## src/rtl/uart_tx_if.sv

```systemverilog
// Host register-port bundle for the UART transmitter: write strobe, address,
// data, and the holding-register-empty flag returned to the host.
interface uart_tx_if;
  logic        wr_en;
  logic [11:0] waddr;
  logic [7:0]  wdata;
  logic        tx_ready;

  // Host side drives the write port and observes tx_ready.
  modport master (
    output wr_en,
    output waddr,
    output wdata,
    input  tx_ready
  );

  // Transmitter side consumes writes and reports holding-register state.
  modport slave (
    input  wr_en,
    input  waddr,
    input  wdata,
    output tx_ready
  );
endinterface

```

## src/rtl/uart_tx.sv

```systemverilog
// UART transmitter: one-deep holding register fed by the host register port,
// serialised as start / data (LSB first) / optional parity / 1-2 stop bits.
// Bit timing comes from an external 16x-oversample tick.
// Frames are only launched while the remote end holds cts_n low,
// and run back-to-back when the next byte is already waiting.
module uart_tx #(
  parameter logic [11:0] TX_ADDR = 12'h000
) (
  input  logic       clk,
  input  logic       rst_n,
  input  logic       tick,
  uart_tx_if.slave   host,
  input  logic [1:0] data_bit_num,
  input  logic       stop_bit_num,
  input  logic       parity_en,
  input  logic       parity_type,
  input  logic       cts_n,
  output logic       tx,
  output logic       tx_busy,
  output logic       tx_done
);

  typedef enum logic [2:0] {
    IDLE   = 3'd0,
    START  = 3'd1,
    DATA   = 3'd2,
    PARITY = 3'd3,
    STOP   = 3'd4
  } state_t;

  state_t      state_q,     state_d;
  logic [7:0]  hold_q,      hold_d;
  logic        hold_full_q, hold_full_d;
  logic [7:0]  shift_q,     shift_d;
  logic [3:0]  tick_cnt_q,  tick_cnt_d;
  logic [2:0]  bit_cnt_q,   bit_cnt_d;
  logic        parity_q,    parity_d;
  logic [1:0]  dbn_q,       dbn_d;
  logic        sbn_q,       sbn_d;
  logic        pen_q,       pen_d;
  logic        ptype_q,     ptype_d;
  logic        tx_q,        tx_d;
  logic        tx_done_q,   tx_done_d;

  logic        bit_end;
  logic        load_ok;
  logic        load;
  logic        wr_hit;
  logic        par_next;

  // Next-state logic: bit sequencing, frame launch and holding-register update.
  always_comb begin
    state_d     = state_q;
    hold_d      = hold_q;
    hold_full_d = hold_full_q;
    shift_d     = shift_q;
    tick_cnt_d  = tick_cnt_q;
    bit_cnt_d   = bit_cnt_q;
    parity_d    = parity_q;
    dbn_d       = dbn_q;
    sbn_d       = sbn_q;
    pen_d       = pen_q;
    ptype_d     = ptype_q;
    tx_d        = tx_q;
    tx_done_d   = 1'b0;
    load        = 1'b0;
    par_next    = parity_q ^ shift_q[0];

    bit_end = tick && (tick_cnt_q == 4'd15);
    // cts_n only matters at the instant a new frame would be launched.
    load_ok = tick && hold_full_q && !cts_n;
    wr_hit  = host.wr_en && (host.waddr == TX_ADDR);

    if ((state_q != IDLE) && tick) begin
      tick_cnt_d = tick_cnt_q + 4'd1;
    end

    case (state_q)
      IDLE: begin
        if (load_ok) begin
          load = 1'b1;
        end
      end
      START: begin
        if (bit_end) begin
          state_d = DATA;
          tx_d    = shift_q[0];
        end
      end
      DATA: begin
        if (bit_end) begin
          parity_d  = par_next;
          shift_d   = {1'b0, shift_q[7:1]};
          bit_cnt_d = bit_cnt_q + 3'd1;
          // Last data bit index is 4..7 for 5..8 data bits.
          if (bit_cnt_q == {1'b1, dbn_q}) begin
            bit_cnt_d = 3'd0;
            if (pen_q) begin
              state_d = PARITY;
              tx_d    = par_next ^ ptype_q;
            end else begin
              state_d = STOP;
              tx_d    = 1'b1;
            end
          end else begin
            tx_d = shift_q[1];
          end
        end
      end
      PARITY: begin
        if (bit_end) begin
          state_d   = STOP;
          tx_d      = 1'b1;
          bit_cnt_d = 3'd0;
        end
      end
      STOP: begin
        if (bit_end) begin
          // bit_cnt counts completed stop bits; second one only when configured.
          if (bit_cnt_q[0] == sbn_q) begin
            tx_done_d = 1'b1;
            if (load_ok) begin
              load = 1'b1;
            end else begin
              state_d = IDLE;
              tx_d    = 1'b1;
            end
          end else begin
            bit_cnt_d = bit_cnt_q + 3'd1;
          end
        end
      end
      default: begin
        state_d = IDLE;
        tx_d    = 1'b1;
      end
    endcase

    // Frame launch: snapshot the byte and the format so mid-frame config
    // changes cannot disturb the frame on the wire.
    if (load) begin
      shift_d     = hold_q;
      hold_full_d = 1'b0;
      dbn_d       = data_bit_num;
      sbn_d       = stop_bit_num;
      pen_d       = parity_en;
      ptype_d     = parity_type;
      parity_d    = 1'b0;
      tick_cnt_d  = 4'd0;
      bit_cnt_d   = 3'd0;
      state_d     = START;
      tx_d        = 1'b0;
    end

    // A write landing on the load edge refills the register just emptied.
    if (wr_hit && (!hold_full_q || load)) begin
      hold_d      = host.wdata;
      hold_full_d = 1'b1;
    end
  end

  // State registers; reset forces the line idle and discards held data.
  always_ff @(posedge clk or negedge rst_n) begin
    if (!rst_n) begin
      state_q     <= IDLE;
      hold_q      <= 8'h00;
      hold_full_q <= 1'b0;
      shift_q     <= 8'h00;
      tick_cnt_q  <= 4'd0;
      bit_cnt_q   <= 3'd0;
      parity_q    <= 1'b0;
      dbn_q       <= 2'b11;
      sbn_q       <= 1'b0;
      pen_q       <= 1'b0;
      ptype_q     <= 1'b0;
      tx_q        <= 1'b1;
      tx_done_q   <= 1'b0;
    end else begin
      state_q     <= state_d;
      hold_q      <= hold_d;
      hold_full_q <= hold_full_d;
      shift_q     <= shift_d;
      tick_cnt_q  <= tick_cnt_d;
      bit_cnt_q   <= bit_cnt_d;
      parity_q    <= parity_d;
      dbn_q       <= dbn_d;
      sbn_q       <= sbn_d;
      pen_q       <= pen_d;
      ptype_q     <= ptype_d;
      tx_q        <= tx_d;
      tx_done_q   <= tx_done_d;
    end
  end

  assign tx            = tx_q;
  assign tx_done       = tx_done_q;
  assign tx_busy       = (state_q != IDLE);
  assign host.tx_ready = !hold_full_q;

endmodule

```

## src/flat_wrapper.sv

```systemverilog
// flat-port wrapper written by rule: the top's interface ports become plain ports
module uart_tx_flat 
#(
  parameter logic [11:0] TX_ADDR = 12'h000
)
  (clk, rst_n, tick, data_bit_num, stop_bit_num, parity_en, parity_type, cts_n, tx, tx_busy, tx_done, host_wr_en, host_waddr, host_wdata, host_tx_ready);
  uart_tx_if host_i ();
  input  logic clk;
  input  logic rst_n;
  input  logic tick;
  input  logic [1:0] data_bit_num;
  input  logic stop_bit_num;
  input  logic parity_en;
  input  logic parity_type;
  input  logic cts_n;
  output logic tx;
  output logic tx_busy;
  output logic tx_done;
  input wire logic [$bits(host_i.wr_en)-1:0] host_wr_en;
  input wire logic [$bits(host_i.waddr)-1:0] host_waddr;
  input wire logic [$bits(host_i.wdata)-1:0] host_wdata;
  output wire logic [$bits(host_i.tx_ready)-1:0] host_tx_ready;
  assign host_i.wr_en = host_wr_en;
  assign host_i.waddr = host_waddr;
  assign host_i.wdata = host_wdata;
  assign host_tx_ready = host_i.tx_ready;
  uart_tx #(.TX_ADDR(TX_ADDR)) u_core (.clk(clk), .rst_n(rst_n), .tick(tick), .host(host_i), .data_bit_num(data_bit_num), .stop_bit_num(stop_bit_num), .parity_en(parity_en), .parity_type(parity_type), .cts_n(cts_n), .tx(tx), .tx_busy(tx_busy), .tx_done(tx_done));
endmodule
```

## config.mk

```make
export PLATFORM = sky130hd
export DESIGN_NAME = uart_tx_flat
export DESIGN_NICKNAME = d
export VERILOG_FILES = /design/src/rtl/uart_tx_if.sv /design/src/rtl/uart_tx.sv /design/src/flat_wrapper.sv
export SDC_FILE = /design/constraint.sdc
export NUM_CORES = 1
export LEC_CHECK = 0
export ABC_AREA = 1
export CAP_MARGIN = 30
export CELL_PAD_IN_SITES_DETAIL_PLACEMENT = 1
export CELL_PAD_IN_SITES_GLOBAL_PLACEMENT = 2
export CORE_ASPECT_RATIO = 1.25
export CORE_UTILIZATION = 29
export CTS_CLUSTER_SIZE = 25
export DETAILED_ROUTE_END_ITERATION = 16
export GPL_TIMING_DRIVEN = 0
export HOLD_SLACK_MARGIN = 0.08
export PLACE_DENSITY_LB_ADDON = 0.1
export SLEW_MARGIN = 10
export SYNTH_ARGS = -nofsm -noshare
export SYNTH_HDL_FRONTEND = slang
export SYNTH_SLANG_ARGS = --single-unit
```

## constraint.sdc

```tcl
create_clock -name clk -period 2.06 [get_ports clk]
set_input_delay 0.412 -clock clk [delete_from_list [all_inputs] [get_ports clk]]
set_output_delay 0.412 -clock clk [all_outputs]
set_load 0.02 [all_outputs]
```

# After elaboration in Yosys (flattened, before gate mapping)
# Cells that the tools add are included.
[word_totals]
elab_cells = 98
inputBits = 30
regBits = 35
output_inout_bits = 4
[classes]
mux = 44
add_sub_neg = 2
n_bitwise = 2
reduce_logical = 21
n_eq_ne = 16
[ops]
columns = ["cell", "count"]
rows = [
  ["$mux W3", 15],
  ["$mux W8", 3],
  ["$mux W1", 20],
  ["$ne A3 B1 Y1 const B", 6],
  ["$pmux W3 S5", 1],
  ["$logic_not A12 Y1", 1],
  ["$pmux W3 S3", 1],
  ["$mux W4", 2],
  ["$reduce_and A8 Y1", 1],
  ["$reduce_bool A2 Y1", 4],
  ["$reduce_and A7 Y1", 1],
  ["$eq A3 B2 Y1 const B", 2],
  ["$logic_and A1 B1 Y1", 6],
  ["$pmux W1 S5", 1],
  ["$reduce_and A5 Y1", 1],
  ["$add A4 B1 Y4 const B", 1],
  ["$eq A4 B4 Y1 const B", 1],
  ["$reduce_bool A4 Y1", 1],
  ["$add A3 B1 Y3 const B", 1],
  ["$eq A3 B1 Y1 const B", 1],
  ["$eq A3 B3 Y1", 1],
  ["$eq A3 B3 Y1 const B", 1],
  ["$logic_not A3 Y1", 1],
  ["$ne A3 B2 Y1 const B", 1],
  ["9 further kinds", 11],
]

# Longest topological paths before layout
[depth]
word_depth = 9
mapped_depth = 10
mapped_depth_nobuf = 10

# Worst setup path before layout
# OpenSTA, ideal clock, no wires.
[synth_path]
path_type = "in2reg"
start = "input port host_waddr[3]"
end = "register u_core.hold_q[0]"
slack_ns = 0.518
n_path_buf = 0
arrival_time_ns = 1.424
path_stages = 6
path_cell_list = "nor2_1 -> nand2_1 -> nor4_2 -> nand2_4 -> nand2_1 -> nand2_1"
[synth_between]
elab_chain_len = 3
[synth_lines]
columns = ["element", "line_no", "text"]
rows = [
  ["start: declaration", "flat_wrapper.sv:20", "input wire logic [$bits(host_i.waddr)-1:0] host_waddr;"],
  ["$logic_not A12 Y1", "uart_tx.sv:72", "wr_hit = host.wr_en && (host.waddr == TX_ADDR);"],
  ["$logic_and A1 B1 Y1", "uart_tx.sv:72", ""],
  ["$logic_and A1 B1 Y1", "uart_tx.sv:156", "if (wr_hit && (!hold_full_q || load)) begin"],
  ["end signal: assignment", "uart_tx.sv:180", "hold_q <= hold_d;"],
  ["end: declaration", "uart_tx.sv:32", "logic [7:0] hold_q, hold_d;"],
]
# No other way between the ends.
# A chain may end at the register's enable or synchronous reset.

# Worst setup path after layout
[layout_path]
start = "input port tick"
end = "register u_core.hold_q[7]"
[layout_between]
elab_chain_len = 8
elab_cells_between_ends = 9
classes_between = "mux: 4; reduce/logical: 5"
[layout_lines]
columns = ["element", "line_no", "text"]
rows = [
  ["start: declaration", "flat_wrapper.sv:10", "input logic tick;"],
  ["$logic_and A1 B1 Y1 (2 in series)", "uart_tx.sv:71", "load_ok = tick && hold_full_q && !cts_n;"],
  ["$mux W1", "uart_tx.sv:80, uart_tx.sv:122", ""],
  ["$mux W1", "uart_tx.sv:120", "if (bit_cnt_q[0] == sbn_q) begin"],
  ["$mux W1", "uart_tx.sv:118", "if (bit_end) begin"],
  ["$pmux W1 S2 (*)", "uart_tx.sv:78", "case (state_q)"],
  ["$logic_or A1 B1 Y1 (*)", "uart_tx.sv:156", ""],
  ["$logic_and A1 B1 Y1 (*)", "uart_tx.sv:156", ""],
]
# Mark *: on every way between the ends. The rest lies on a longest branch, timed or not.

==> metrics.txt <==
row cnt=32; Worst-Skew Late Latency=0.29 ns; fin util=0.404; top-count cell post-synth=nand2_1; crit-path leading delay family=simple AND/OR/NAND/NOR gates; clock tree buffer depth=2; area share of the largest cell type after synthesis=0.427; # diodes=0; endpoint class of the critical path=flop; Die X=74.0 um; max incr delay on CP=0.55 ns; area of the multi-input gates=887 um2; combinational family with the most area after synthesis=simple AND/OR/NAND/NOR gates; Cell Area, Synth=1880 um2; CTS tree=yes; critical path fanouts, max=10; ys async rst share=1.00; Buf/Inv on CP=2; Clock Pin Slew Worst Setup and Hold Paths=0.07 ns; Slew @ Worst Pin=0.569 ns; drt first pass iters=3; Synth Warn #=0; top cells by area, synth=dfrtp_1 43%, nand2_1 18%, nand3_1 6.7%; final hold vios=0; Worst slew margin=0.618; Top FF cell, synth=dfrtp_1; final worst setup slack=0.197 ns; FF+latch count, synth=35; mean area per synthesized cell=7.51 um2; XOR/XNOR Fraction of Synth Area=0.0140; Peak VDD IR=336 uV; Area Growth Syn to Fin=33.5%; share of the yosys chip area belonging to registers=0.469; status=complete, no violations; number of global-route vias before repair=1803; Num CTS Buffers=5; dpl hpwl=3720 um; core footprint=6210 um2; Buffers on Ports=33; chip height=91.9 um; remaining antenna violation count after routing=0; GP Congestion=0.742; mux share of post-synthesis cell area=0; largest net degree at the start of global routing=26; DRC viols=0; register area=880 um2; GR Overflow Total=0; Commonest cells post-synth=88 x nand2_1, 32 x dfrtp_1, 28 x inv_1; first-pass GRT wire length=8250 um; max_cap viols=0; drt via density=4.57; area leader, netlist=dfrtp_1; Post-synth EDFFs=0; Final Cycle Share=0.905; 1st-iter DRT viols=29; H-tree depth=2; share of cells above drive strength 1=0.101; Final Max Slew Viols=0; # fillers=765; Yosys cell types=25; adder-cell share of the synthesized area=0.0133; vias=1744; final wirelength=4750 um; Initial Util=0.302; cells after synthesis=250; RSZ-0062 raised after global routing=no; crit path launch type=input port; CP Class=input port to flop; Synth Net Count=282; CP Data Arrival Time=2.04 ns; Power Dens Cells=1180 nW/um2; Synth Area in Simple Gates=0.341; Ports=34; Synth Area in Compound Gates=0.0933; CP Cell Sequence=clkdlybuf4s50_1 > nand2_1 > nor2_2 > nand4_1 > nand2_4 > inv_4 > nand2_4 > nand2_4 > nand2_1 > nand2_1; # nets final=328; GRT Util Overall=0.159; routed len/inst=12.4 um; Worst EP required=2.24 ns; # setup viols final=0; initial antenna violation count=0; min Tclk post-route=1.86 ns; leak pwr=1.23 nW; worst hold path class=flop to flop; worst slack, placed=-0.290 ns; clk_skew=0.00916 ns; clock sink count=35; root buf cell=clkbuf_8; die area=6800 um2; Fmax=537 MHz; CP max stage cell=clkdlybuf4s50_1
[cells by family (layout without fill, tap and decap cells)]
logic type / count (synthesis) / in the layout
fa+ha+maj: 2 / 2
flops: 35 / 35
simple gates: 146 / 146
xor+xnor: 3 / 3
compound gates: 32 / 32
buf+inv: 32 / 79
[layout by cell type, fill, tap and decap left out]
cell type,n
buf_2,2
nand2_4,3
o21a_1,2
clkbuf_8,5
bufinv_16,1
inv_4,1
o211ai_1,3
o21bai_1,1
nor2_1,17
xnor2_1,2
nand3_1,25
dlygate4sd3_1,1
dfrtp_1,32
ha_1,2
clkinv_4,1
buf_6,1
clkinv_2,1
inv_2,1
nand2_1,88
nor2_2,3
nor4_4,1
inv_1,28
nor2_4,2
dfstp_2,3
dlymetal6s2s_1,1
o21ai_0,22
a21oi_1,4
nand4_1,6
buf_4,4
clkdlybuf4s50_1,31
xor2_1,1
buf_12,1
nand3b_1,1
[metrics by stage]
step | cells | total power, mW | hold slack [ns] | setup TNS [ns] | area [um2]
floorplan | 250 | 1.94 | 0.116 | 0 | 1880
global placement | 368 | 2.32 | 0.452 | -17.48 | 2310
detailed placement | 369 | 2.35 | 0.322 | -6.82 | 2330
CTS | 378 | 3.00 | 0.475 | 0 | 2450
global route | 382 | 3.24 | 0.497 | 0 | 2500
finish | 382 | 2.97 | 0.470 | 0 | 2500
[registers in the layout, summed over array words and instances, names as in the netlist]
signal              cells
u_core.tx_done          1
u_core.tx               1
u_core.hold_full_q      1
u_core.tick_cnt_q       4
u_core.state_q          3
u_core.dbn_q            2
u_core.ptype_q          1
u_core.sbn_q            1
u_core.hold_q           8
u_core.pen_q            1
u_core.bit_cnt_q        3
u_core.parity_q         1
u_core.shift_q          8
[final cells by class]
type / instances / share of cell area
multi-input cells: 183 / 0.354
clock buffers: 5 / 0.0275
well taps: 85 / 0.0425
plain buffers: 2 / 0.00649
clock inverters: 3 / 0.0175
flip-flops and latches: 35 / 0.351
inverters: 30 / 0.0460
repair buffers: 39 / 0.155
[worst reg2reg max path: stages, from the launching register on]
cell and delay, ns:
dfrtp_1 0.41, nor2_2 0.20, nand2_1 0.12, inv_1 0.12, nand4_1 0.18, nand2_4 0.17, inv_4 0.09, nand2_4 0.13
nand2_4 0.10, nand2_1 0.10, nand2_1 0.05
[report_power, final]
part / switching (mW) / internal (mW) / total (mW) / leakage, nW
clock network: 0.263 / 0.360 / 0.624 / 0.0581
logic: 0.735 / 0.474 / 1.21 / 0.728
registers: 0.190 / 0.945 / 1.14 / 0.448
total: 1.19 / 1.78 / 2.97 / 1.23
[repair_timing]
action	4_1_cts	5_1_grt
hold buffers	1	0
gates resized for setup	0	5
buffers inserted	0	4
hold endpoints to repair	8	0
endpoints found under the setup margin	0	21
[metal layers]
layer  global-route usage  part of all wire  vias to the layer above
met3               0.0319             0.030                        6
met2                0.297              0.53                       29
met1                0.172              0.42                      811
met4               0.0481             0.012                        0
met5                    0                 0                        -
li1                     -                 -                      898
[final timing paths]
path                            cells after the start                           from                             to  slack, ns
min in group asynchronous                           2                          rst_n  u_core.state_q[2]$_DFFE_PN0P_       0.54
worst max register to register                     10  u_core.state_q[0]$_DFFE_PN0P_   u_core.hold_q[7]$_DFFE_PN0P_       0.29
worst min register to register                      2   u_core.hold_q[5]$_DFFE_PN0P_   u_core.hold_q[5]$_DFFE_PN0P_       0.47
worst max-delay path                               10                           tick   u_core.hold_q[7]$_DFFE_PN0P_       0.20
worst min-delay path                                2   u_core.hold_q[5]$_DFFE_PN0P_   u_core.hold_q[5]$_DFFE_PN0P_       0.47
max in group asynchronous                           3                          rst_n    u_core.dbn_q[0]$_DFFE_PN1N_       1.03
Power figures use the tool's default switching activity.
